**config.mk**
```make
export PLATFORM = sky130hd
export DESIGN_NAME = i2s_tx
export DESIGN_NICKNAME = d
export VERILOG_FILES = /design/src/rtl/i2s_tx.sv
export SDC_FILE = /design/constraint.sdc
export NUM_CORES = 1
export LEC_CHECK = 0
export CAP_MARGIN = 20
export CORE_UTILIZATION = 62
export DETAILED_ROUTE_END_ITERATION = 8
export GPL_TIMING_DRIVEN = 0
export HOLD_SLACK_MARGIN = 0.15
export PLACE_DENSITY = 0.83
export SYNTH_ARGS = -nofsm -noshare
export SYNTH_HDL_FRONTEND = slang
export SYNTH_SLANG_ARGS = --single-unit
```
**constraint.sdc**
```tcl
create_clock -name clk -period 6.5 [get_ports clk]
set_input_delay 0.65 -clock clk [delete_from_list [all_inputs] [get_ports clk]]
set_output_delay 0.65 -clock clk [all_outputs]
set_load 0.05 [all_outputs]
```
**src/rtl/i2s_tx.sv**
```systemverilog
// i2s_tx: FIFO-buffered stereo I2S transmitter. Sample pairs are queued and shifted
// out MSB first with the standard one-bit delay after each word-select edge.
module i2s_tx #(
    parameter int CLK_FREQ     = 100_000_000,
    parameter int I2S_CLK_FREQ = 1_500_000,
    parameter int DATA_SIZE    = 24,
    parameter int FIFO_DEPTH   = 16
) (
    input  logic                               clk,
    input  logic                               rst_n,
    input  logic                               enable,
    input  logic [DATA_SIZE-1:0]               sample_left,
    input  logic [DATA_SIZE-1:0]               sample_right,
    input  logic                               sample_valid,
    output logic                               sample_ready,
    output logic                               i2s_clk,
    output logic                               i2s_ws,
    output logic                               i2s_sd,
    output logic [$clog2(FIFO_DEPTH+1)-1:0]    fifo_level,
    output logic                               fifo_empty,
    output logic                               fifo_full,
    output logic                               underrun,
    output logic [15:0]                        underrun_count
);

    localparam int RAW_DIV  = CLK_FREQ / (2 * I2S_CLK_FREQ);
    localparam int HALF_DIV = (RAW_DIV < 1) ? 1 : RAW_DIV;
    localparam int DIV_W    = (HALF_DIV > 1) ? $clog2(HALF_DIV) : 1;
    localparam int LEVEL_W  = $clog2(FIFO_DEPTH + 1);
    localparam int PTR_W    = $clog2(FIFO_DEPTH);
    localparam logic [DIV_W-1:0] DIV_LAST = DIV_W'(HALF_DIV - 1);

    logic                 running;
    logic [DIV_W-1:0]     div;
    logic [5:0]           slot;
    logic [DATA_SIZE-1:0] word_left, word_right;
    logic [DATA_SIZE-1:0] mem_left  [FIFO_DEPTH];
    logic [DATA_SIZE-1:0] mem_right [FIFO_DEPTH];
    logic [PTR_W-1:0]     wr_ptr, rd_ptr;
    logic [LEVEL_W-1:0]   level;

    logic                 tick, fall, load, push, pop;
    logic [5:0]           next_slot;
    logic [DATA_SIZE-1:0] next_left, next_right, src_word, shifted;
    logic                 next_sd;

    assign fifo_level   = level;
    assign fifo_empty   = (level == '0);
    assign fifo_full    = (level == LEVEL_W'(FIFO_DEPTH));
    assign sample_ready = !fifo_full;

    // The divider idles for the cycle enable is first seen, so the first SCK rise
    // lands a full half period after that cycle.
    assign tick      = enable && running && (div == DIV_LAST);
    assign fall      = tick && i2s_clk;
    assign load      = fall && (slot == 6'd0);
    assign push      = sample_valid && sample_ready;
    assign pop       = load && !fifo_empty;
    assign next_slot = slot + 6'd1;

    always_comb begin
        next_left  = word_left;
        next_right = word_right;
        if (load) begin
            if (fifo_empty) begin
                next_left  = '0;
                next_right = '0;
            end else begin
                next_left  = mem_left[rd_ptr];
                next_right = mem_right[rd_ptr];
            end
        end
        // The bit for the new slot belongs to the slot being left (one-bit delay);
        // shifting past DATA_SIZE naturally yields the zero padding.
        src_word = slot[5] ? next_right : next_left;
        shifted  = src_word << slot[4:0];
        next_sd  = shifted[DATA_SIZE-1];
    end

    always_ff @(posedge clk) begin
        if (rst_n && push) begin
            mem_left[wr_ptr]  <= sample_left;
            mem_right[wr_ptr] <= sample_right;
        end
    end

    always_ff @(posedge clk) begin
        if (!rst_n) begin
            wr_ptr <= '0;
            rd_ptr <= '0;
            level  <= '0;
        end else begin
            if (push) wr_ptr <= wr_ptr + PTR_W'(1);
            if (pop)  rd_ptr <= rd_ptr + PTR_W'(1);
            if (push && !pop)      level <= level + LEVEL_W'(1);
            else if (pop && !push) level <= level - LEVEL_W'(1);
        end
    end

    always_ff @(posedge clk) begin
        if (!rst_n) begin
            running        <= 1'b0;
            div            <= '0;
            slot           <= '0;
            i2s_clk        <= 1'b0;
            i2s_ws         <= 1'b0;
            i2s_sd         <= 1'b0;
            word_left      <= '0;
            word_right     <= '0;
            underrun       <= 1'b0;
            underrun_count <= '0;
        end else begin
            running  <= enable;
            underrun <= 1'b0;
            if (!enable) begin
                div        <= '0;
                slot       <= '0;
                i2s_clk    <= 1'b0;
                i2s_ws     <= 1'b0;
                i2s_sd     <= 1'b0;
                word_left  <= '0;
                word_right <= '0;
            end else begin
                if (running) begin
                    if (tick) begin
                        div     <= '0;
                        i2s_clk <= !i2s_clk;
                    end else begin
                        div <= div + DIV_W'(1);
                    end
                end
                if (fall) begin
                    slot       <= next_slot;
                    i2s_ws     <= next_slot[5];
                    i2s_sd     <= next_sd;
                    word_left  <= next_left;
                    word_right <= next_right;
                end
                if (load && fifo_empty) begin
                    underrun <= 1'b1;
                    if (underrun_count != 16'hFFFF) underrun_count <= underrun_count + 16'd1;
                end
            end
        end
    end

endmodule
```
==> insert_results.sql, run 1 <==
INSERT INTO impl_metrics (metric_group, metric, value, unit) VALUES
('critical_path', 'critPathCapture', 'word_left[11]', ''),
('clocking', 'clock_sink_count', '865', ''),
('critical_path', 'worst_ep_required_time', '7.02', 'ns'),
('routing', 'drt_pass1_iterations', '6', ''),
('clocking', 'ctsHtreeMaxLevel', '3', ''),
('die', 'core_area', '0.0539', 'sq mm'),
('critical_path', 'cp.depth', '8', ''),
('routing', 'viasPerCell', '6.97', ''),
('critical_path', 'crit_path_max_incr_delay', '0.90', 'ns'),
('synthesis', 'syn_nets', '1881', ''),
('critical_path', 'timing.critical_path.mode_cell', 'buf_2', ''),
('routing', 'routed_wire_length_per_instance', '32.4', 'um'),
('timing', 'worstMarginPinSlew', '1.15', 'ns'),
('synthesis', 'netlist_top_cells_count', '768 x edfxtp_1, 141 x mux4_2, 125 x nor2_1', ''),
('timing', 'setup_viol', '0', ''),
('outcome', 'run_status', 'complete, no violations', ''),
('critical_path', 'critPathKind', 'reg -> reg', ''),
('worst_hold_path', 'hold_path.class', 'reg -> reg', ''),
('finish', 'net_count_reported_at_finish', '2095', ''),
('synthesis', 'netlist_top_cells_area', 'edfxtp_1 68%, mux4_2 9.4%, dfxtp_1 5.7%, mux2i_1 3.3%, nor2_1 1.4%', ''),
('critical_path', 'worstSetupStartpointType', 'register', ''),
('synthesis', 'synth-main-ff-cell', 'edfxtp_1', ''),
('finish', 'filler_cell_count', '2973', ''),
('placement', 'io_buffers', '78', ''),
('clocking', 'post_cts_buffers', '0', ''),
('die', 'chipHeight', '236', 'um'),
('synthesis', 'ys_seq_area_share', '73.9', '%'),
('critical_path', 'r2r.worst_path.cells', '8', ''),
('grt', 'grt_start_max_net_pins', '24', ''),
('synthesis', 'asyncSetResetFlopFracSynth', '0', '%'),
('grt', 'grt_pass1_wl', '132000', 'um'),
('critical_path', 'r2r_slack', '2.59', 'ns'),
('finish', 'multi_input_area', '0.00821', 'sq mm'),
('grt', 'number_of_antenna_violations_at_the_first_check_in_global_routing', '3', ''),
('timing', 'worst_slew_margin_rel', '23.4', '%'),
('routing', 'routed_wire_length', '90500', 'um'),
('critical_path', 'capture_point_of_the_worst_reg_to_reg_path', 'word_left[11]', ''),
('critical_path', 'end_kind', 'register', ''),
('clocking', 'number_of_clock_buffers_inserted_by_tritoncts', '84', ''),
('critical_path', 'timing.critical_path.slowest_stage_cell', 'clkbuf_1', ''),
('routing', 'drc_errors', '0', ''),
('timing', 'final.setup.worst_slack', '2.59', 'ns'),
('grt', 'grt_usage', '33.4', '%'),
('routing', 'detailroute.via_count', '19472', ''),
('finish', 'area.sequential', '0.0250', 'sq mm'),
('timing', 'max_freq', '0.256', 'GHz'),
('clocking', 'cts_resized', '0', ''),
('pwr', 'leakage_power', '12.3', 'nW'),
('clocking', 'clock_tree_from_tritoncts', 'yes', ''),
('routing', 'ant_nets', '0', ''),
('placement', 'hpwlAfterDp', '55000', 'um'),
('synthesis', 'syn_inst', '1813', ''),
('routing', 'initialDrtViolationCount', '2667', ''),
('finish', 'area_growth', '15.9', '%'),
('run', 'maxCapViolCount', '0', ''),
('pwr', 'power_density', '295', 'mW/mm^2'),
('clocking', 'clk_pin_slew', '0.06', 'ns'),
('finish', 'n_antenna_cell', '0', ''),
('synthesis', 'cell_with_the_most_instances_after_synthesis', 'edfxtp_1', ''),
('finish', 'post-route-util', '72.8', '%'),
('clocking', 'clock_tree.buffer_depth', '3', ''),
('timing', 'hold_viol', '0', ''),
('synthesis', 'avgSynthCellArea', '18.7', 'sq um'),
('clocking', 'clock_latency', '0.65', 'ns'),
('critical_path', 'cell_family_contributing_the_most_delay_on_the_critical_path', 'buffers and inverters', ''),
('die', 'die_area', '0.0555', 'sq mm'),
('synthesis', 'yosys.cell_types.count', '66', ''),
('synthesis', 'yosysWarningCount', '0', ''),
('synthesis', 'ys_ff_latch', '865', ''),
('die', 'start_util', '62.8', '%'),
('pwr', 'peakVddDrop', '0.000214', 'V');
per-stage QoR:
stage	hold slack, ns	setup TNS [ns]	cells	cell area (sq um)	power, mW
after floorplan	0.432	0	1813	33900	6.47
after global placement	0.441	-904.11	2587	35500	6.66
after detailed placement	0.444	0	2636	36400	6.70
after CTS	0.452	0	2792	39200	11.6
after global routing	0.477	0	2793	39200	11.8
final	0.452	0	2793	39200	11.6
worst min-delay path by stage:
stage | to | slack (ns) | cells past startpoint
4_1_cts | word_left[7] | 0.45 | 2
6_report | word_left[7] | 0.45 | 2
2_1_floorplan | word_left[6] | 0.43 | 2
3_3_place_gp | word_left[6] | 0.44 | 2
3_5_place_dp | word_left[7] | 0.44 | 2
5_1_grt | word_left[6] | 0.48 | 2
worst reg2reg max path: stages, from the launching register on:
cell,delay [ns]
dfxtp_1,0.30
buf_2,0.25
buf_2,0.40
buf_2,0.44
clkbuf_1,0.90
clkbuf_1,0.60
o21ai_0,0.50
a22oi_1,0.35
nor2_1,0.07
cells by family (layout without fill, tap and decap cells):
kind of cell / after synthesis / after routing / synth area share [%]
fa+ha+maj: 16 / 16 / 0.614
simple gates: 279 / 279 / 3.83
compound gates: 227 / 227 / 4.79
flops: 865 / 865 / 73.9
mux: 268 / 268 / 13.9
xor+xnor: 33 / 33 / 0.854
buf+inv: 125 / 409 / 2.20
metal layers:
metal	routed length, um	vias up	track usage, %	share of wire (%)
li1	-	7787	-	-
met1	32000	9846	44.7	35
met2	44000	1556	53.6	49
met3	10400	277	6.17	12
met4	4060	6	16.0	4.5
met5	40	-	0	0.044
report_power, final:
group          internal [mW]  switching [mW]  total [mW]  leakage, nW
Sequential              6.12          0.0293        6.15         7.70
Combinational          0.148           0.302       0.450         3.19
Clock                   2.87            2.09        4.96         1.36
Total                   9.13            2.43        11.6         12.3
sequential cells by signal, summed over array words and instances (netlist names), named ones only:
name / count
slot: 5
mem_right: 384
rd_ptr: 4
word_left: 24
running: 1
underrun_count: 16
mem_left: 384
i2s_ws: 1
underrun: 1
i2s_sd: 1
i2s_clk: 1
div: 6
wr_ptr: 4
fifo_level: 5
word_right: 24
layout by cell type (no fill, tap or decap), drive strengths merged, types with 32 or more instances in the layout:
master           n
a221oi          45
dfxtp           97
a22oi           56
clkdlybuf4s50   78
a21oi           47
buf            116
nor2           126
mux2i          112
edfxtp         768
nand2           46
mux4           156
clkbuf         148
o21ai           36
clkinv          32
cell type report:
cell class,count,area share (%)
sequential,865,63.7
multi-input combinational,823,20.9
clock buffer,109,5.65
timing repair buffer,128,4.05
tap,696,2.22
buffer,105,1.70
clock inverter,47,1.51
inverter,20,0.191
(Power assumes the default switching activity.)
==> inputs of run 2 (changes only) <==
- clock period: 6.5 -> 3.63 ns (I/O delays scaled with it)
==> insert_results.sql, run 2 (synthesis results as in run 1) <==
INSERT INTO impl_metrics (metric_group, metric, value, unit) VALUES
('routing', 'routed_wire_length_per_instance', '32.2', 'um'),
('timing', 'post-route-period-util', '96.4', '%'),
('worst_hold_path', 'holdPathStages', '2', ''),
('die', 'die_area', '0.0555', 'sq mm'),
('pwr', 'leakage_power', '12.2', 'nW'),
('die', 'floorplan.io_pins', '80', ''),
('timing', 'setup_tns', '0', 'ns'),
('finish', 'area_growth', '16.3', '%'),
('placement', 'preCtsSetupSlack', '-0.0151', 'ns'),
('grt', 'grt_usage', '32.8', '%'),
('critical_path', 'r2r.worst_path.cells', '9', ''),
('routing', 'detailroute.via_count', '19461', ''),
('pwr', 'total_power', '20.6', 'mW'),
('finish', 'largestRegisters', 'mem_left x384, mem_right x384', ''),
('grt', 'grt_pass1_wl', '129000', 'um'),
('routing', 'drc_errors', '0', ''),
('critical_path', 'crit_path_max_fanout', '10', ''),
('routing', 'initialDrtViolationCount', '2811', ''),
('clocking', 'clock_sink_count', '865', ''),
('routing', 'ant_nets', '0', ''),
('timing', 'period_needed', '3.50', 'ns'),
('routing', 'drt_pass1_iterations', '5', ''),
('pwr', 'power.combinational.fraction', '4.1', '%'),
('timing', 'setup_viol', '0', ''),
('timing', 'hold_viol', '0', ''),
('grt', 'grt_start_max_net_pins', '24', ''),
('placement', 'finalWeightedCongestion', '0.948', ''),
('die', 'core_area', '0.0539', 'sq mm'),
('critical_path', 'critPathArrivalTime', '4.02', 'ns'),
('critical_path', 'critPathKind', 'reg -> reg', ''),
('timing', 'rsz0062_at_grt', 'false', ''),
('worst_hold_path', 'hold_path.startpoint', 'rst_n', ''),
('outcome', 'run_status', 'complete, no violations', ''),
('clocking', 'post_cts_buffers', '0', ''),
('timing', 'max_freq', '0.286', 'GHz'),
('critical_path', 'crit_path_max_incr_delay', '0.47', 'ns'),
('clocking', 'cts_hold_repair.buffers', '0', ''),
('timing', 'finalHoldWorstSlack', '0.194', 'ns'),
('timing', 'worstMarginPinSlew', '1.20', 'ns'),
('timing', 'worst_slew_margin_rel', '19.8', '%'),
('critical_path', 'crit_chain', 'buf_2, buf_2, buf_2, buf_2, buf_2, buf_2, mux4_2, a22oi_1, nor2_1', ''),
('clocking', 'clock_tree.buffer_depth', '3', ''),
('routing', 'routed_wire_length', '89600', 'um'),
('grt', 'via_count_of_the_first_global_routing_pass', '19638', ''),
('pwr', 'power_density', '524', 'mW/mm^2'),
('clocking', 'clk_pin_slew', '0.06', 'ns'),
('critical_path', 'timing.critical_path.slowest_stage_cell', 'mux4_2', ''),
('critical_path', 'timing.critical_path.mode_cell', 'buf_2', ''),
('clocking', 'clock_latency', '0.65', 'ns'),
('pwr', 'clock_power_share', '42.6', '%'),
('finish', 'post-route-util', '73.0', '%'),
('pwr', 'sw_frac_of_total', '21.1', '%'),
('clocking', 'cts_root_buffer', 'clkbuf_16', ''),
('grt', 'number_of_antenna_violations_at_the_first_check_in_global_routing', '5', ''),
('finish', 'layout.cells.most_common', 'edfxtp_1', ''),
('grt', 'globalRoute.totalOverflow', '0', ''),
('critical_path', 'capture_point_of_the_worst_reg_to_reg_path', 'word_left[3]', ''),
('pwr', 'peakVddDrop', '0.000365', 'V'),
('die', 'chipHeight', '236', 'um'),
('timing', 'final.setup.worst_slack', '0.130', 'ns'),
('run', 'maxCapViolCount', '0', ''),
('routing', 'viasPerCell', '6.99', ''),
('finish', 'post_route_cells_drive_above_1_share', '19.0', '%'),
('critical_path', 'worstSetupStartpointType', 'register', ''),
('critical_path', 'cp.depth', '9', ''),
('placement', 'io_buffers', '78', ''),
('timing', 'clock_skew', '0.0229', 'ns'),
('clocking', 'clock_tree_from_tritoncts', 'yes', ''),
('clocking', 'number_of_clock_buffers_inserted_by_tritoncts', '84', ''),
('worst_hold_path', 'hold_path.class', 'in -> reg', ''),
('timing', 'slew_viol_final', '0', ''),
('critical_path', 'r2r_slack', '0.13', 'ns'),
('pwr', 'pwr-share-seq', '53.3', '%'),
('critical_path', 'crit_buf_inv', '6', ''),
('worst_hold_path', 'holdPathEnd', 'underrun_count[11]', ''),
('critical_path', 'end_kind', 'register', ''),
('finish', 'layout_common_cells', '768 x edfxtp_1, 141 x mux4_2, 113 x nor2_1, 112 x mux2i_1, 95 x dfxtp_1', ''),
('pwr', 'internal_power', '16.3', 'mW'),
('die', 'die_width', '236', 'um'),
('finish', 'net_count_reported_at_finish', '2082', ''),
('critical_path', 'worst_ep_required_time', '4.15', 'ns'),
('die', 'start_util', '62.8', '%'),
('clocking', 'ctsHtreeMaxLevel', '3', ''),
('finish', 'filler_cell_count', '2933', ''),
('critical_path', 'cell_family_contributing_the_most_delay_on_the_critical_path', 'buffers and inverters', ''),
('die', 'core.rowCount', '85', ''),
('pwr', 'p_switching', '4.35', 'mW'),
('placement', 'hpwlAfterDp', '54900', 'um');
## run 2: routing by layer
layer / vias to the layer above / GRT usage, % / share of wire, %
met5: - / 0 / 0.050
met4: 6 / 15.1 / 4.2
met3: 276 / 6.57 / 11
met2: 1493 / 51.9 / 48
met1: 9904 / 44.5 / 36
li1: 7782 / - / -
## run 2: worst register-to-register path, cell delays in order, from the launching register on
cell     delay [ns]
dfxtp_1        0.30
buf_2          0.24
buf_2          0.38
buf_2          0.44
buf_2          0.43
buf_2          0.39
buf_2          0.43
mux4_2         0.48
a22oi_1        0.21
nor2_1         0.06
## run 2: timing repair
action	in CTS	in global routing
resized for setup	1	10
endpoints found under the setup margin	2	5
pin swaps	0	0
## run 2: through the flow
stage	cells	area (sq um)
after floorplan	1813	33900
after global placement	2587	35600
after detailed placement	2628	36600
after CTS	2784	39300
after global routing	2784	39400
final	2785	39400
## run 2: worst max path at each step
stage / start / end / slack (ns)
after detailed placement: slot[0] / fifo_level[4] / -0.02
after global placement: sample_valid / mem_right[2][8] / -2.57
after floorplan: fifo_level[0] / mem_left[1][0] / -0.67
final: register / word_left[3] / 0.13
after CTS: register / word_left[11] / 0.004
after global routing: slot[1] / fifo_level[4] / 0.03
## run 2: final cells by class
type | count | area, sq um | area share (%)
Inverter | 20 | 75.1 | 0.191
Tap cell | 696 | 871 | 2.21
Multi-Input combinational cell | 823 | 8240 | 20.9
Sequential cell | 865 | 25000 | 63.5
Clock inverter | 42 | 490 | 1.25
Antenna cell | 3 | 7.51 | 0.0191
Buffer | 101 | 661 | 1.68
Timing Repair Buffer | 119 | 1710 | 4.34
Clock buffer | 116 | 2290 | 5.83
## run 2: power by group through the flow
stage / Combinational [mW] / Clock, mW / Sequential (mW)
finish: 0.839 / 8.79 / 11.0
floorplan: 0.333 / 0 / 11.3
detailed placement: 0.816 / 0 / 11.2
global placement: 0.705 / 0 / 11.2
CTS: 0.827 / 8.83 / 11.0
global route: 0.879 / 9.19 / 11.0
